<file path="src/rtl/brew_pkg.sv">
// Shared encodings for the brew sequencer: controller states, dispensing phases, drink codes.
package brew_pkg;

  typedef enum logic [1:0] {
    S_IDLE = 2'd0,
    S_LOAD = 2'd1,
    S_RUN  = 2'd2,
    S_DONE = 2'd3
  } state_t;

  typedef enum logic [1:0] {
    PH_HEAT   = 2'd0,
    PH_COFFEE = 2'd1,
    PH_MILK   = 2'd2,
    PH_WATER  = 2'd3
  } phase_t;

  typedef enum logic [1:0] {
    D_ESPRESSO  = 2'd0,
    D_LATTE     = 2'd1,
    D_AMERICANO = 2'd2,
    D_INVALID   = 2'd3
  } drink_t;

  localparam int DUR_W = 3;

endpackage

</file>
<file path="src/rtl/brew_sequencer_if.sv">
// Front-end / counter / valve signal bundle of the brew sequencer.
interface brew_sequencer_if;
  logic       Brew_seq_start;
  logic [1:0] Brew_seq_drink;
  logic       Brew_seq_cancel;
  logic       Brew_seq_tick;
  logic [2:0] Brew_seq_cnt_value;
  logic       Brew_seq_cnt_LD;
  logic       Brew_seq_cnt_EN;
  logic       Brew_seq_cnt_UD;
  logic [2:0] Brew_seq_cnt_pre;
  logic       Brew_seq_coffee_open;
  logic       Brew_seq_milk_open;
  logic       Brew_seq_water_open;
  logic       Brew_seq_heater_on;
  logic       Brew_seq_busy;
  logic       Brew_seq_done;

  modport master (
    output Brew_seq_start, Brew_seq_drink, Brew_seq_cancel, Brew_seq_tick, Brew_seq_cnt_value,
    input  Brew_seq_cnt_LD, Brew_seq_cnt_EN, Brew_seq_cnt_UD, Brew_seq_cnt_pre,
    input  Brew_seq_coffee_open, Brew_seq_milk_open, Brew_seq_water_open, Brew_seq_heater_on,
    input  Brew_seq_busy, Brew_seq_done
  );

  modport slave (
    input  Brew_seq_start, Brew_seq_drink, Brew_seq_cancel, Brew_seq_tick, Brew_seq_cnt_value,
    output Brew_seq_cnt_LD, Brew_seq_cnt_EN, Brew_seq_cnt_UD, Brew_seq_cnt_pre,
    output Brew_seq_coffee_open, Brew_seq_milk_open, Brew_seq_water_open, Brew_seq_heater_on,
    output Brew_seq_busy, Brew_seq_done
  );
endinterface

</file>
<file path="src/rtl/brew_recipe_rom.sv">
// Recipe table: drink/phase -> duration, plus search for the first nonzero phase at or after a start index.
module brew_recipe_rom
  import brew_pkg::*;
#(
  parameter int ESP_COFFEE = 3,
  parameter int LAT_COFFEE = 2,
  parameter int LAT_MILK   = 4,
  parameter int AME_COFFEE = 2,
  parameter int AME_WATER  = 5,
  parameter int HEAT_T     = 0
) (
  input  drink_t             dur_drink,
  input  phase_t             dur_phase,
  output logic [DUR_W-1:0]   dur,
  input  drink_t             srch_drink,
  input  logic [2:0]         srch_from,
  output logic               srch_found,
  output phase_t             srch_phase
);

  function automatic logic [DUR_W-1:0] lookup(drink_t d, phase_t p);
    logic [DUR_W-1:0] t;
    t = '0;
    case (p)
      PH_HEAT:   if (d != D_INVALID) t = DUR_W'(HEAT_T);
      PH_COFFEE: begin
        case (d)
          D_ESPRESSO:  t = DUR_W'(ESP_COFFEE);
          D_LATTE:     t = DUR_W'(LAT_COFFEE);
          D_AMERICANO: t = DUR_W'(AME_COFFEE);
          default:     t = '0;
        endcase
      end
      PH_MILK:   if (d == D_LATTE) t = DUR_W'(LAT_MILK);
      PH_WATER:  if (d == D_AMERICANO) t = DUR_W'(AME_WATER);
    endcase
    return t;
  endfunction

  assign dur = lookup(dur_drink, dur_phase);

  // Scan high to low so the lowest qualifying phase is the one left standing.
  always_comb begin
    srch_found = 1'b0;
    srch_phase = PH_HEAT;
    for (int i = 3; i >= 0; i--) begin
      if ((3'(i) >= srch_from) && (lookup(srch_drink, phase_t'(2'(i))) != '0)) begin
        srch_found = 1'b1;
        srch_phase = phase_t'(2'(i));
      end
    end
  end

endmodule

</file>
<file path="src/rtl/brew_sequencer.sv">
// Brew sequencer: steps a drink recipe through timed phases using an external 3-bit down-counter.
// Optional pre-heat phase enabled by defining BREW_SEQUENCER_PREHEAT_EN.
module brew_sequencer
  import brew_pkg::*;
#(
  parameter int ESP_COFFEE = 3,
  parameter int LAT_COFFEE = 2,
  parameter int LAT_MILK   = 4,
  parameter int AME_COFFEE = 2,
  parameter int AME_WATER  = 5
`ifdef BREW_SEQUENCER_PREHEAT_EN
  , parameter int PREHEAT  = 2
`endif
) (
  input  logic             Brew_seq_clock,
  input  logic             Brew_seq_rst,
  brew_sequencer_if.slave  bus
);

`ifdef BREW_SEQUENCER_PREHEAT_EN
  localparam int HEAT_T = PREHEAT;
`else
  localparam int HEAT_T = 0;
`endif

  state_t           state, state_nx;
  phase_t           phase, phase_nx;
  drink_t           drink_q, drink_nx;
  logic             clr_q, clr_nx;
  logic [DUR_W-1:0] dur;
  drink_t           srch_drink;
  logic [2:0]       srch_from;
  logic             srch_found;
  phase_t           srch_phase;
  logic             cnt_nz, run;

  // In IDLE the search looks at the incoming drink from the first phase; otherwise past the current phase.
  assign srch_drink = (state == S_IDLE) ? drink_t'(bus.Brew_seq_drink) : drink_q;
  assign srch_from  = (state == S_IDLE) ? 3'd0 : ({1'b0, phase} + 3'd1);

  brew_recipe_rom #(
    .ESP_COFFEE (ESP_COFFEE),
    .LAT_COFFEE (LAT_COFFEE),
    .LAT_MILK   (LAT_MILK),
    .AME_COFFEE (AME_COFFEE),
    .AME_WATER  (AME_WATER),
    .HEAT_T     (HEAT_T)
  ) u_rom (
    .dur_drink  (drink_q),
    .dur_phase  (phase),
    .dur        (dur),
    .srch_drink (srch_drink),
    .srch_from  (srch_from),
    .srch_found (srch_found),
    .srch_phase (srch_phase)
  );

  always_ff @(posedge Brew_seq_clock or posedge Brew_seq_rst) begin
    if (Brew_seq_rst) begin
      state   <= S_IDLE;
      phase   <= PH_HEAT;
      drink_q <= D_ESPRESSO;
      clr_q   <= 1'b0;
    end else begin
      state   <= state_nx;
      phase   <= phase_nx;
      drink_q <= drink_nx;
      clr_q   <= clr_nx;
    end
  end

  always_comb begin
    state_nx = state;
    phase_nx = phase;
    drink_nx = drink_q;
    clr_nx   = 1'b0;
    case (state)
      S_IDLE: begin
        if (bus.Brew_seq_start && !bus.Brew_seq_cancel && (bus.Brew_seq_drink != 2'd3)) begin
          drink_nx = drink_t'(bus.Brew_seq_drink);
          if (srch_found) begin
            phase_nx = srch_phase;
            state_nx = S_LOAD;
          end else begin
            state_nx = S_DONE;
          end
        end
      end
      S_LOAD: begin
        if (bus.Brew_seq_cancel) begin
          state_nx = S_IDLE;
          clr_nx   = 1'b1;
        end else begin
          state_nx = S_RUN;
        end
      end
      S_RUN: begin
        if (bus.Brew_seq_cancel) begin
          state_nx = S_IDLE;
          clr_nx   = 1'b1;
        end else if (!cnt_nz) begin
          if (srch_found) begin
            phase_nx = srch_phase;
            state_nx = S_LOAD;
          end else begin
            state_nx = S_DONE;
          end
        end
      end
      S_DONE: state_nx = S_IDLE;
    endcase
  end

  assign cnt_nz = (bus.Brew_seq_cnt_value != 3'd0);
  assign run    = (state == S_RUN);

  // clr_q marks the IDLE cycle right after a cancel, which zeroes the counter.
  assign bus.Brew_seq_cnt_LD      = (state == S_LOAD) || ((state == S_IDLE) && clr_q);
  assign bus.Brew_seq_cnt_pre     = (state == S_LOAD) ? dur : 3'd0;
  assign bus.Brew_seq_cnt_EN      = run && bus.Brew_seq_tick && cnt_nz;
  assign bus.Brew_seq_cnt_UD      = 1'b1;
  assign bus.Brew_seq_coffee_open = run && (phase == PH_COFFEE) && cnt_nz;
  assign bus.Brew_seq_milk_open   = run && (phase == PH_MILK) && cnt_nz;
  assign bus.Brew_seq_water_open  = run && (phase == PH_WATER) && cnt_nz;
  assign bus.Brew_seq_busy        = (state == S_LOAD) || run;
  assign bus.Brew_seq_done        = (state == S_DONE);

`ifdef BREW_SEQUENCER_PREHEAT_EN
  assign bus.Brew_seq_heater_on   = run && (phase == PH_HEAT) && cnt_nz;
`else
  assign bus.Brew_seq_heater_on   = 1'b0;
`endif

endmodule

</file>
<file path="src/flat_wrapper.sv">
// flat-port wrapper written by rule: the top's interface ports become plain ports
module brew_sequencer_flat import brew_pkg::*;
#(
  parameter int ESP_COFFEE = 3,
  parameter int LAT_COFFEE = 2,
  parameter int LAT_MILK   = 4,
  parameter int AME_COFFEE = 2,
  parameter int AME_WATER  = 5

)
  (Brew_seq_clock, Brew_seq_rst, bus_Brew_seq_start, bus_Brew_seq_drink, bus_Brew_seq_cancel, bus_Brew_seq_tick, bus_Brew_seq_cnt_value, bus_Brew_seq_cnt_LD, bus_Brew_seq_cnt_EN, bus_Brew_seq_cnt_UD, bus_Brew_seq_cnt_pre, bus_Brew_seq_coffee_open, bus_Brew_seq_milk_open, bus_Brew_seq_water_open, bus_Brew_seq_heater_on, bus_Brew_seq_busy, bus_Brew_seq_done);
  brew_sequencer_if bus_i ();
  input  logic Brew_seq_clock;
  input  logic Brew_seq_rst;
  input wire logic [$bits(bus_i.Brew_seq_start)-1:0] bus_Brew_seq_start;
  input wire logic [$bits(bus_i.Brew_seq_drink)-1:0] bus_Brew_seq_drink;
  input wire logic [$bits(bus_i.Brew_seq_cancel)-1:0] bus_Brew_seq_cancel;
  input wire logic [$bits(bus_i.Brew_seq_tick)-1:0] bus_Brew_seq_tick;
  input wire logic [$bits(bus_i.Brew_seq_cnt_value)-1:0] bus_Brew_seq_cnt_value;
  output wire logic [$bits(bus_i.Brew_seq_cnt_LD)-1:0] bus_Brew_seq_cnt_LD;
  output wire logic [$bits(bus_i.Brew_seq_cnt_EN)-1:0] bus_Brew_seq_cnt_EN;
  output wire logic [$bits(bus_i.Brew_seq_cnt_UD)-1:0] bus_Brew_seq_cnt_UD;
  output wire logic [$bits(bus_i.Brew_seq_cnt_pre)-1:0] bus_Brew_seq_cnt_pre;
  output wire logic [$bits(bus_i.Brew_seq_coffee_open)-1:0] bus_Brew_seq_coffee_open;
  output wire logic [$bits(bus_i.Brew_seq_milk_open)-1:0] bus_Brew_seq_milk_open;
  output wire logic [$bits(bus_i.Brew_seq_water_open)-1:0] bus_Brew_seq_water_open;
  output wire logic [$bits(bus_i.Brew_seq_heater_on)-1:0] bus_Brew_seq_heater_on;
  output wire logic [$bits(bus_i.Brew_seq_busy)-1:0] bus_Brew_seq_busy;
  output wire logic [$bits(bus_i.Brew_seq_done)-1:0] bus_Brew_seq_done;
  assign bus_i.Brew_seq_start = bus_Brew_seq_start;
  assign bus_i.Brew_seq_drink = bus_Brew_seq_drink;
  assign bus_i.Brew_seq_cancel = bus_Brew_seq_cancel;
  assign bus_i.Brew_seq_tick = bus_Brew_seq_tick;
  assign bus_i.Brew_seq_cnt_value = bus_Brew_seq_cnt_value;
  assign bus_Brew_seq_cnt_LD = bus_i.Brew_seq_cnt_LD;
  assign bus_Brew_seq_cnt_EN = bus_i.Brew_seq_cnt_EN;
  assign bus_Brew_seq_cnt_UD = bus_i.Brew_seq_cnt_UD;
  assign bus_Brew_seq_cnt_pre = bus_i.Brew_seq_cnt_pre;
  assign bus_Brew_seq_coffee_open = bus_i.Brew_seq_coffee_open;
  assign bus_Brew_seq_milk_open = bus_i.Brew_seq_milk_open;
  assign bus_Brew_seq_water_open = bus_i.Brew_seq_water_open;
  assign bus_Brew_seq_heater_on = bus_i.Brew_seq_heater_on;
  assign bus_Brew_seq_busy = bus_i.Brew_seq_busy;
  assign bus_Brew_seq_done = bus_i.Brew_seq_done;
  brew_sequencer #(.ESP_COFFEE(ESP_COFFEE), .LAT_COFFEE(LAT_COFFEE), .LAT_MILK(LAT_MILK), .AME_COFFEE(AME_COFFEE), .AME_WATER(AME_WATER)) u_core (.Brew_seq_clock(Brew_seq_clock), .Brew_seq_rst(Brew_seq_rst), .bus(bus_i));
endmodule
</file>
<file path="config.mk">
export PLATFORM = sky130hd
export DESIGN_NAME = brew_sequencer_flat
export DESIGN_NICKNAME = d
export VERILOG_FILES = /design/src/rtl/brew_pkg.sv /design/src/rtl/brew_sequencer_if.sv /design/src/rtl/brew_recipe_rom.sv /design/src/rtl/brew_sequencer.sv /design/src/flat_wrapper.sv
export SDC_FILE = /design/constraint.sdc
export NUM_CORES = 1
export LEC_CHECK = 0
export BUFFER_PORTS_ARGS = -buffer_cell sky130_fd_sc_hd__buf_2
export CORE_UTILIZATION = 30
export DETAILED_ROUTE_END_ITERATION = 6
export GPL_TIMING_DRIVEN = 0
export HOLD_SLACK_MARGIN = 0.08
export PLACE_DENSITY_LB_ADDON = 0.12
export SLEW_MARGIN = 25
export SYNTH_ARGS = -nofsm -noshare
export SYNTH_HDL_FRONTEND = slang
export SYNTH_HIERARCHICAL = 1
export SYNTH_SLANG_ARGS = --single-unit
</file>
<file path="constraint.sdc">
create_clock -name Brew_seq_clock -period 2.7 [get_ports Brew_seq_clock]
set_input_delay 0.135 -clock Brew_seq_clock [delete_from_list [all_inputs] [get_ports Brew_seq_clock]]
set_output_delay 0.135 -clock Brew_seq_clock [all_outputs]
set_load 0.01 [all_outputs]
</file>
==> flow_metrics.tcl, run 1 <==
set metrics [dict create \
    drt-initial-drc-count 9 \
    critical_path_class "reg2reg" \
    final_cells 130 \
    initial_utilization 0.3269 \
    wire_per_inst_um 10.64 \
    dp_hpwl_mm 1.038 \
    drv_cap 0 \
    placed_cells 122 \
    ant_nets 0 \
    synth_nets 93 \
    ys_seq_area_frac 0.2677 \
    vias 574 \
    numCtsBuffers 3 \
    mostFrequentLayoutCell "buf_2" \
    clkPwrFrac 0.095 \
    layout-drive-gt1-share 0.4272 \
    startpoint_type "flip-flop" \
    netlist_instances 76 \
    fin_ws_ns 0.09213 \
    power.switching_w 0.0004112 \
    totalWireLength_mm 1.383 \
    crit_fanout 10 \
    final_cell_mix "buf_2 (19), nor2_1 (10), dfrtp_1 (7)" \
    clk-insertion-delay-late_ns 0.25 \
    pwr-share-seq 0.224 \
    top_usage_layer "met2" \
    path_clk_slew_ns 0.05 \
    grtUsageMet2 0.1968 \
    fin_nets 121 \
    grt_max_degree 11 \
    overflow 0 \
    setup_violations 0 \
    cts.sinks 7 \
    fillerInstances 199 \
    areaGrowthSynthToFinish_pct 35.56 \
    clock_path_buffers 2 \
    die_y_um 48.71 \
    clock_skew_ns 0.003304 \
    die_w_um 48.71 \
    core_sq_um 2002 \
    boundaryPins 22 \
    period_share 0.9659 \
    critPathRequiredTime_ns 2.83 \
    grt_use_met3 0.01258 \
    ir_drop_mv 0.4730 \
    grt_pass1_vias 538 \
    combinationalPowerShare 0.682 \
    dp_slack_ns -0.2848 \
    cts_root_buf "clkbuf_4" \
    hold_violations 0 \
    synth_warnings 6 \
    fmax_mhz 383.5 \
    io_buffers 19 \
    first_pass_iters 4 \
    rows 16 \
    syn_area_per_cell_sq_um 8.610 \
    track_usage 0.1249 \
    globalplace.congestion 0.6820 \
    via_per_inst 4.415 \
    arrival_ns 2.74 \
    internal-power_w 0.0005725 \
    cts_max_level 1 \
    grt_pass1_wl_mm 2.263 \
    die_area_sq_um 2372 \
    cts_tree "yes" \
    hold_class "in2reg" \
    synth_cell_types 33 \
    netSwitchingFraction 0.4180 \
    outcome "finished clean" \
    insertedDiodeCount 0 \
    period_needed_ns 2.608 \
    end_kind "flip-flop" \
    gr-usage-met1 0.1586 \
    slew_viol_final 0 \
    ys_ff_latch 7 \
    syn_area_sq_um 654.4 \
    antenna_found_initial 0 \
    cellPowerDensity_nw_per_um2 1109 \
    p_leak_nw 0.4665 \
    drc 0 \
]
## critical path: stages (launching register included)
cell and delay [ns]:
dfrtp_1 0.40, inv_2 0.09, ha_4 0.15, buf_8 0.12, mux2_2 0.35, or3b_4 0.42, a31oi_4 0.19, o21ai_1 0.09
a211oi_2 0.30, mux2_1 0.36
## final cells by class
class / count / area, sq um / share of cell area
Buffer: 3 / 30.03 / 0.03385
Clock buffer: 4 / 26.28 / 0.02962
Inverter: 8 / 30.03 / 0.03385
Multi-Input combinational cell: 58 / 464.2 / 0.5233
Sequential cell: 7 / 175.2 / 0.1975
Tap cell: 27 / 33.78 / 0.03808
Timing Repair Buffer: 23 / 127.6 / 0.1439
## path summary, 6_finish.rpt
path / slack [ns] / cells after the start / to / startpoint
setup / recovery: 0.09 / 9 / u_core/phase[0] / u_core/state[1]
hold / removal: 0.17 / 3 / u_core/drink_q[1] / bus_Brew_seq_drink[1]
hold reg to reg: 0.61 / 2 / u_core/drink_q[0] / u_core/drink_q[0]
max in group asynchronous: 2.14 / 3 / u_core/state[0] / Brew_seq_rst
setup reg to reg: 0.09 / 9 / u_core/phase[0] / u_core/state[1]
min in group asynchronous: 0.35 / 3 / u_core/drink_q[1] / Brew_seq_rst
## power by group through the flow
stage / Combinational, W / Clock [W] / Sequential [W]
2_1_floorplan: 0.000406 / 0 / 0.000204
3_3_place_gp: 0.000514 / 0 / 0.000222
3_5_place_dp: 0.000521 / 0 / 0.000223
4_1_cts: 0.000554 / 0.0000989 / 0.000221
5_1_grt: 0.000750 / 0.000101 / 0.000230
6_report: 0.000671 / 0.0000930 / 0.000220
## sequential cells by signal (all words and copies together) (netlist names)
name	count
u_core/drink_q	2
u_core/phase	2
u_core/clr_q	1
u_core/state	2
## what timing repair did
action | CTS | global route
hold buffers | 1 | 0
pin swaps | 2 | 2
setup buffers | 0 | 3
setup endpoints to repair | 2 | 2
gates resized for setup | 4 | 8
endpoints found under the hold margin | 7 | 0
## metal layers
layer / share of wire / vias to the layer above
met3: 0.038 / 2
met2: 0.46 / 15
met5: 0 / -
met1: 0.49 / 255
li1: - / 302
met4: 0.0087 / 0
## synthesized netlist by cell type
master	n	area (sq um)
and3_2	3	22.52
mux2_1	2	22.52
a21oi_1	3	15.01
inv_1	8	30.03
a31oi_1	2	12.51
and2_1	4	25.02
a2bb2oi_1	1	8.760
buf_4	2	15.01
nand2_1	1	3.750
a21boi_1	1	7.510
or3_4	1	11.26
a21o_1	1	7.510
conb_1	2	7.510
a211oi_1	1	7.510
nand3b_1	2	15.01
a211oi_2	1	12.51
clkbuf_1	1	3.750
o22a_2	1	10.01
and3_1	1	6.260
mux2i_1	1	10.01
nor2b_2	1	8.760
o21ai_1	1	5.000
xor2_1	1	8.760
ha_1	7	87.58
dfrtp_1	7	175.2
nor3_1	1	5.000
nand2b_1	1	6.260
nor2_1	10	37.54
or2b_1	1	7.510
mux2_2	2	22.52
nor2b_1	2	12.51
or2_2	1	6.260
or3b_1	2	17.52
## through the flow
| step | util | hold WS [ns] | TNS, ns | total power (W) | area (sq um) |
|---|---|---|---|---|---|
| 2_1_floorplan | - | -0.06160 | 0 | 0.0006103 | 654.4 |
| 3_3_place_gp | 0.3913 | 0.07084 | -0.4717 | 0.0007363 | 783.3 |
| 3_5_place_dp | 0.3913 | 0.07603 | -0.5451 | 0.0007441 | 783.3 |
| 4_1_cts | 0.4175 | 0.1553 | 0 | 0.0008738 | 835.8 |
| 5_1_grt | 0.4431 | 0.1919 | -0.001019 | 0.001081 | 887.1 |
| 6_report | 0.4431 | 0.1652 | 0 | 0.0009836 | 887.1 |
## cell families after synthesis
family	synth area share
multiplexers	0.08413
buffers and inverters	0.07456
flip-flops	0.2677
other	0.01148
AND/OR/NAND/NOR	0.2830
XOR/XNOR	0.01339
adder cells (fa/ha/maj)	0.1338
AO/OA/AOI/OAI	0.1319
(Power assumes the default switching activity.)
==> run 2: changes to the inputs <==
--- a/config.mk
+++ b/config.mk
@@ -5,6 +5,7 @@
 export SDC_FILE = /design/constraint.sdc
 export NUM_CORES = 1
 export LEC_CHECK = 0
+export ABC_AREA = 1
 export BUFFER_PORTS_ARGS = -buffer_cell sky130_fd_sc_hd__buf_2
 export CORE_UTILIZATION = 30
 export DETAILED_ROUTE_END_ITERATION = 6
==> constraint.sdc (replaced) <==
create_clock -name Brew_seq_clock -period 3 [get_ports Brew_seq_clock]
set_input_delay 0.15 -clock Brew_seq_clock [delete_from_list [all_inputs] [get_ports Brew_seq_clock]]
set_output_delay 0.15 -clock Brew_seq_clock [all_outputs]
set_load 0.01 [all_outputs]
==> run 2 against run 1 <==
  * Wire length grew 1.1%
  * Largest power group unchanged
  * Cell area increased by 0.99%
  * Clock power fell by 8.9%
  * Highest routed layer is now met3
  * Flip-flop and latch count did not move
  * Power shrank 18%
  * Largest cell class unchanged
==> flow_metrics.tcl, run 2 <==
set metrics [dict create \
    mostFrequentLayoutCell "nand2_1" \
    wire_per_inst_um 8.738 \
    period_needed_ns 2.116 \
    io_buffers 19 \
    netlist_instances 108 \
    synth.area.top_cells "dfrtp_1 (24%), nand2_1 (14%), ha_1 (12%)" \
    startpoint_type "flip-flop" \
    fmax_mhz 472.6 \
    cts.sinks 7 \
    final_cells 160 \
    hold_class "in2reg" \
    numCtsBuffers 3 \
    core_sq_um 2255 \
    boundaryPins 22 \
    path_clk_slew_ns 0.05 \
    drv_cap 0 \
    ctsHoldBuffers 1 \
    clkPwrFrac 0.105 \
    synth_mux_area_frac 0 \
    dpl_cell_area_sq_um 859.6 \
    insertedDiodeCount 0 \
    clock_path_buffers 2 \
    clk-insertion-delay-late_ns 0.25 \
    rr_endpoint "u_core/phase[0]" \
    rsz0062_at_grt "false" \
    yosys-top-cells-count "nand2_1 (27), inv_1 (23), nor2_1 (9)" \
    hold_path_depth 3 \
    layout-drive-gt1-share 0.2879 \
    drc 0 \
    synth.most_common_cell "nand2_1" \
    critPathMaxStageDelay_ns 0.41 \
    synth-edff-count 0 \
    fin_tns_setup_ns 0 \
    ys_ff_latch 7 \
    syn_area_per_cell_sq_um 6.754 \
    p_leak_nw 0.5361 \
    netSwitchingFraction 0.5012 \
    grt_pass1_wl_mm 2.332 \
    synth-compound-area-share 0.1166 \
    first_pass_iters 4 \
    synth_top_family_by_area "simple AND/OR/NAND/NOR gates" \
    syn_area_sq_um 729.5 \
    final_cell_mix "nand2_1 (27), inv_1 (23), buf_2 (19)" \
    end_kind "flip-flop" \
    outcome "finished clean" \
    fin_nets 150 \
    reg_top3 "u_core/drink_q (2), u_core/phase (2), u_core/state (2)" \
    rows 17 \
    die_y_um 51.31 \
    cp_common_cell "inv_1" \
    synth_cell_types 25 \
    cts_setup_buffers 0 \
    clock_skew_ns 0.003734 \
    final_area_sq_um 895.9 \
    track_usage 0.1217 \
    cts_tree "yes" \
    synthArstFlopShare 1.000 \
    yosys_most_used_dff "dfrtp_1" \
    internal-power_w 0.0004023 \
    hold_violations 0 \
    slew_viol_final 0 \
    synthAdderAreaFrac 0.1201 \
    cts.repair.resized 0 \
    via_per_inst 4.175 \
    cp_slowest_cell "o21ai_0" \
    power.switching_w 0.0004042 \
    synth_xor_area_frac 0 \
    pwr-share-seq 0.231 \
    grt_pass1_vias 584 \
    period_share 0.7053 \
    cts_max_level 1 \
    drt-initial-drc-count 6 \
    areaGrowthSynthToFinish_pct 22.81 \
    initial_utilization 0.3235 \
    die_area_sq_um 2633 \
    reg2reg_slack_ns 0.88 \
    overflow 0 \
    path_cells "inv_1 > ha_1 > buf_6 > inv_1 > o21ai_0 > nand3_2 > nand3_1 > inv_1 > a21oi_4 > nand3_2 > nand2_1 > nand2_1" \
    cts_root_buf "clkbuf_4" \
    ys_seq_area_frac 0.2401 \
    dp_hpwl_mm 1.139 \
    crit_fanout 10 \
    setup_violations 0 \
    globalplace.congestion 0.7256 \
    antenna_found_initial 0 \
    crit_family "compound AO/OA/AOI/OAI gates" \
    grt_max_degree 11 \
    yosys.area_share.simple 0.3482 \
    ir_drop_mv 0.4161 \
    rr_worst_depth 12 \
    arrival_ns 2.25 \
    synth_top_area_cell "dfrtp_1" \
    synth_nets 125 \
    placed_cells 155 \
    critPathRequiredTime_ns 3.14 \
    totalWireLength_mm 1.398 \
    vias 668 \
    ant_nets 0 \
    crit_start "u_core/state[0]" \
    critical_path_class "reg2reg" \
    cellPowerDensity_nw_per_um2 900.4 \
    timing.rr.start "u_core/state[0]" \
    combinationalPowerShare 0.664 \
    die_w_um 51.31 \
    synth_warnings 6 \
    worstHoldStart "bus_Brew_seq_cancel" \
    final_core_util 0.3973 \
    worstHoldEndpoint "u_core/clr_q" \
    synth.top_cell.area_share 0.2401 \
    crit_buf_inv 4 \
]
-- run 2: cell types whose count changed in the layout (fill, tap and decap cells not counted), sizes merged, moves of 3 or more --
cell   delta
nand4     +3
and2      -4
and3      -4
o21ai     +3
mux2      -4
nand3    +10
nor2b     -3
buf       -3
nand2    +28
inv      +17
-- run 2: worst max path at each step --
| stage | depth (start not counted) | slack (ns) | to |
|---|---|---|---|
| floorplan | 12 | 1.12 | u_core/phase[0] |
| global placement | 12 | 0.91 | u_core/phase[0] |
| detailed placement | 12 | 0.84 | u_core/phase[0] |
| CTS | 12 | 0.83 | u_core/phase[0] |
| global route | 12 | 0.69 | u_core/phase[0] |
| finish | 12 | 0.88 | u_core/phase[0] |
-- run 2: power groups by stage --
stage | clock network [W] | logic, W | registers [W]
2_1_floorplan | 0 | 0.000440 | 0.000175
3_3_place_gp | 0 | 0.000536 | 0.000186
3_5_place_dp | 0 | 0.000541 | 0.000188
4_1_cts | 0.0000906 | 0.000546 | 0.000187
5_1_grt | 0.0000973 | 0.000610 | 0.000197
6_report | 0.0000847 | 0.000535 | 0.000187
-- run 2: metrics by stage --
stage	hold WS [ns]	setup slack [ns]	power, W
after floorplan	-0.04660	1.121	0.0006149
after global placement	0.09792	0.9086	0.0007226
after detailed placement	0.1044	0.8438	0.0007289
after CTS	0.09841	0.8317	0.0008232
after global routing	0.08980	0.6912	0.0009045
final	0.1135	0.8841	0.0008066
-- run 2: worst min-delay path: stages --
cell	delay, ns
buf_2	0.10
nand2_1	0.04
inv_1	0.04
-- run 2: kinds of logic (layout without fill, tap and decap cells) --
logic type               Yosys count  after routing
other                              2              2
AO/OA/AOI/OAI                     11             11
buffers and inverters             28             52
adder cells (fa/ha/maj)            7              7
AND/OR/NAND/NOR                   53             53
flip-flops                         7              7
-- run 2: area by class of cell --
class,count,area (sq um)
Timing Repair Buffer,20,105.1
Sequential cell,7,175.2
Inverter,25,93.84
Clock buffer,4,26.28
Tap cell,28,35.03
Buffer,3,26.28
Multi-Input combinational cell,73,434.2
Fill cell,257,1359
-- run 2: metal layers --
metal	routed length, um	track usage	up-vias
li1	-	-	375
met1	669	0.1423	274
met2	636	0.1996	19
met3	91	0.05952	0
met4	0	0.02703	0
met5	0	0	-
==> run 3: changes to the inputs <==
==> constraint.sdc (replaced) <==
create_clock -name Brew_seq_clock -period 2.15 [get_ports Brew_seq_clock]
set_input_delay 0.1075 -clock Brew_seq_clock [delete_from_list [all_inputs] [get_ports Brew_seq_clock]]
set_output_delay 0.1075 -clock Brew_seq_clock [all_outputs]
set_load 0.01 [all_outputs]
==> run 3 against run 2 <==
  * Via count shrank 0.45%
  * Wire length is 1.1% higher
  * Die area did not move
  * Critical path type unchanged
  * Non-clock buffer count grew 1
  * Critical endpoint unchanged
  * Final cell count grew 0.63%
  * Hold slack about the same
  * Maximum frequency is 7.2% higher
  * Register-to-register slack worse by 0.71 ns
  * Setup slack worse by 0.71 ns
  * Utilization rose by 0.44 points
  * Critical path depth unchanged
==> flow_metrics.tcl, run 3 (same netlist as run 2, synthesis figures left out) <==
set metrics [dict create \
    ir_drop_mv 0.5842 \
    period_needed_ns 1.974 \
    critical_path_class "reg2reg" \
    fillerInstances 256 \
    cts_root_buf "clkbuf_4" \
    mostFrequentLayoutCell "nand2_1" \
    ant_nets 0 \
    numCtsBuffers 3 \
    total_power_w 0.001133 \
    timing.rr.start "u_core/state[0]" \
    period_share 0.9181 \
    drt-initial-drc-count 6 \
    grt_max_degree 11 \
    critPathRequiredTime_ns 2.29 \
    path_clk_slew_ns 0.05 \
    rsz0062_at_grt "false" \
    reg_top3 "u_core/drink_q (2), u_core/phase (2), u_core/state (2)" \
    hold_violations 0 \
    cts_setup_buffers 0 \
    rr_worst_depth 12 \
    fmax_mhz 506.6 \
    io_buffers 19 \
    totalWireLength_mm 1.414 \
    final_area_sq_um 905.9 \
    fin_nets 151 \
    rows 17 \
    reg2reg_slack_ns 0.18 \
    clock_skew_ns 0.003757 \
    grt_pass1_wl_mm 2.373 \
    final_cell_mix "nand2_1 (27), inv_1 (23), buf_2 (19)" \
    drv_cap 0 \
    multi_input_area_sq_um 434.2 \
    via_per_inst 4.130 \
    areaGrowthSynthToFinish_pct 24.19 \
    cts_tree "yes" \
    die_w_um 51.31 \
    outcome "finished clean" \
    overflow 0 \
    crit_fanout 10 \
    hold_path_depth 2 \
    dpl_cell_area_sq_um 859.6 \
    hold_slack_ns 0.1135 \
    arrival_ns 2.11 \
    first_pass_iters 4 \
    startpoint_type "flip-flop" \
    clock_path_buffers 2 \
    core_sq_um 2255 \
    final_cells 161 \
    worstHoldEndpoint "u_core/drink_q[0]" \
    drc 0 \
    dp_hpwl_mm 1.139 \
    track_usage 0.1235 \
    initial_utilization 0.3235 \
    worstHoldStart "bus_Brew_seq_drink[0]" \
    layout-drive-gt1-share 0.2857 \
    dp_slack_ns -0.006164 \
    antenna_found_initial 0 \
    insertedDiodeCount 0 \
    p_leak_nw 0.5404 \
    grt_pass1_vias 594 \
    placed_cells 155 \
    clk-insertion-delay-late_ns 0.25 \
    rr_endpoint "u_core/phase[0]" \
    vias 665 \
    end_kind "flip-flop" \
    register_area_sq_um 175.2 \
    cellPowerDensity_nw_per_um2 1251 \
    die_y_um 51.31 \
    cts.sinks 7 \
    slew_viol_final 0 \
    globalplace.congestion 0.7256 \
    setup_violations 0 \
    hold_class "in2reg" \
    boundaryPins 22 \
    cts_max_level 1 \
    die_area_sq_um 2633 \
    fin_ws_ns 0.1762 \
    wire_per_inst_um 8.783 \
]
==> run 3: changes by cell type in the layout (fill, tap and decap cells not counted) <==
cell	delta
o21ai_0	-2
dlygate4sd3_1	+1
o21ai_1	+2
==> run 3: worst max-delay path: stages, from the launching register on <==
cell     delay (ns)
dfrtp_1        0.39
inv_1          0.11
ha_1           0.17
buf_6          0.15
inv_1          0.08
o21ai_1        0.29
nand3_2        0.15
nand3_1        0.10
inv_1          0.08
a21oi_4        0.14
nand3_2        0.08
nand2_1        0.07
nand2_1        0.05
==> run 3: worst max path at each step <==
stage	endpoint	cells past startpoint	start	slack, ns
after floorplan	u_core/phase[0]	12	u_core/state[0]	0.27
after global placement	u_core/phase[0]	12	u_core/state[0]	0.06
after detailed placement	u_core/phase[0]	12	u_core/state[0]	-0.006
after CTS	u_core/phase[0]	13	u_core/state[0]	0.08
after global routing	u_core/phase[0]	12	u_core/state[0]	0.001
final	u_core/phase[0]	12	u_core/state[0]	0.18
==> run 3: area by class of cell <==
cell class / instances / area share
plain buffers: 3 / 0.02901
clock buffers: 4 / 0.02901
inverters: 25 / 0.1036
multi-input cells: 73 / 0.4793
flip-flops and latches: 7 / 0.1934
well taps: 28 / 0.03867
repair buffers: 21 / 0.1271
==> run 3: what timing repair did <==
item                       in CTS  in global routing
hold endpoints to repair        8                  0
setup endpoints to repair       2                  2
cloned                          0                  0
pin swaps                       0                  0
hold buffers                    2                  0
resized for setup               1                  1
==> run 3: metal layers <==
| layer | part of all wire | track usage | vias to the layer above | routed length, um |
|---|---|---|---|---|
| met4 | 0 | 0.02703 | 0 | 0 |
| met3 | 0.050 | 0.05952 | 0 | 70 |
| li1 | - | - | 377 | - |
| met1 | 0.50 | 0.1441 | 273 | 701 |
| met5 | 0 | 0 | - | 0 |
| met2 | 0.45 | 0.2039 | 15 | 642 |
==> run 3: power by group <==
part	total, W	internal (W)	switching [W]	leakage [nW]
Clock	0.000118	0.0000707	0.0000474	0.0150
Combinational	0.000755	0.000304	0.000451	0.438
Sequential	0.000260	0.000190	0.0000699	0.0871
Total	0.00113	0.000565	0.000568	0.540
==> run 3: stage by stage <==
stage,setup TNS [ns],utilization
after floorplan,0,-
after global placement,0,0.3812
after detailed placement,-0.009763,0.3812
after CTS,0,0.4018
after global routing,0,0.4018
final,0,0.4018
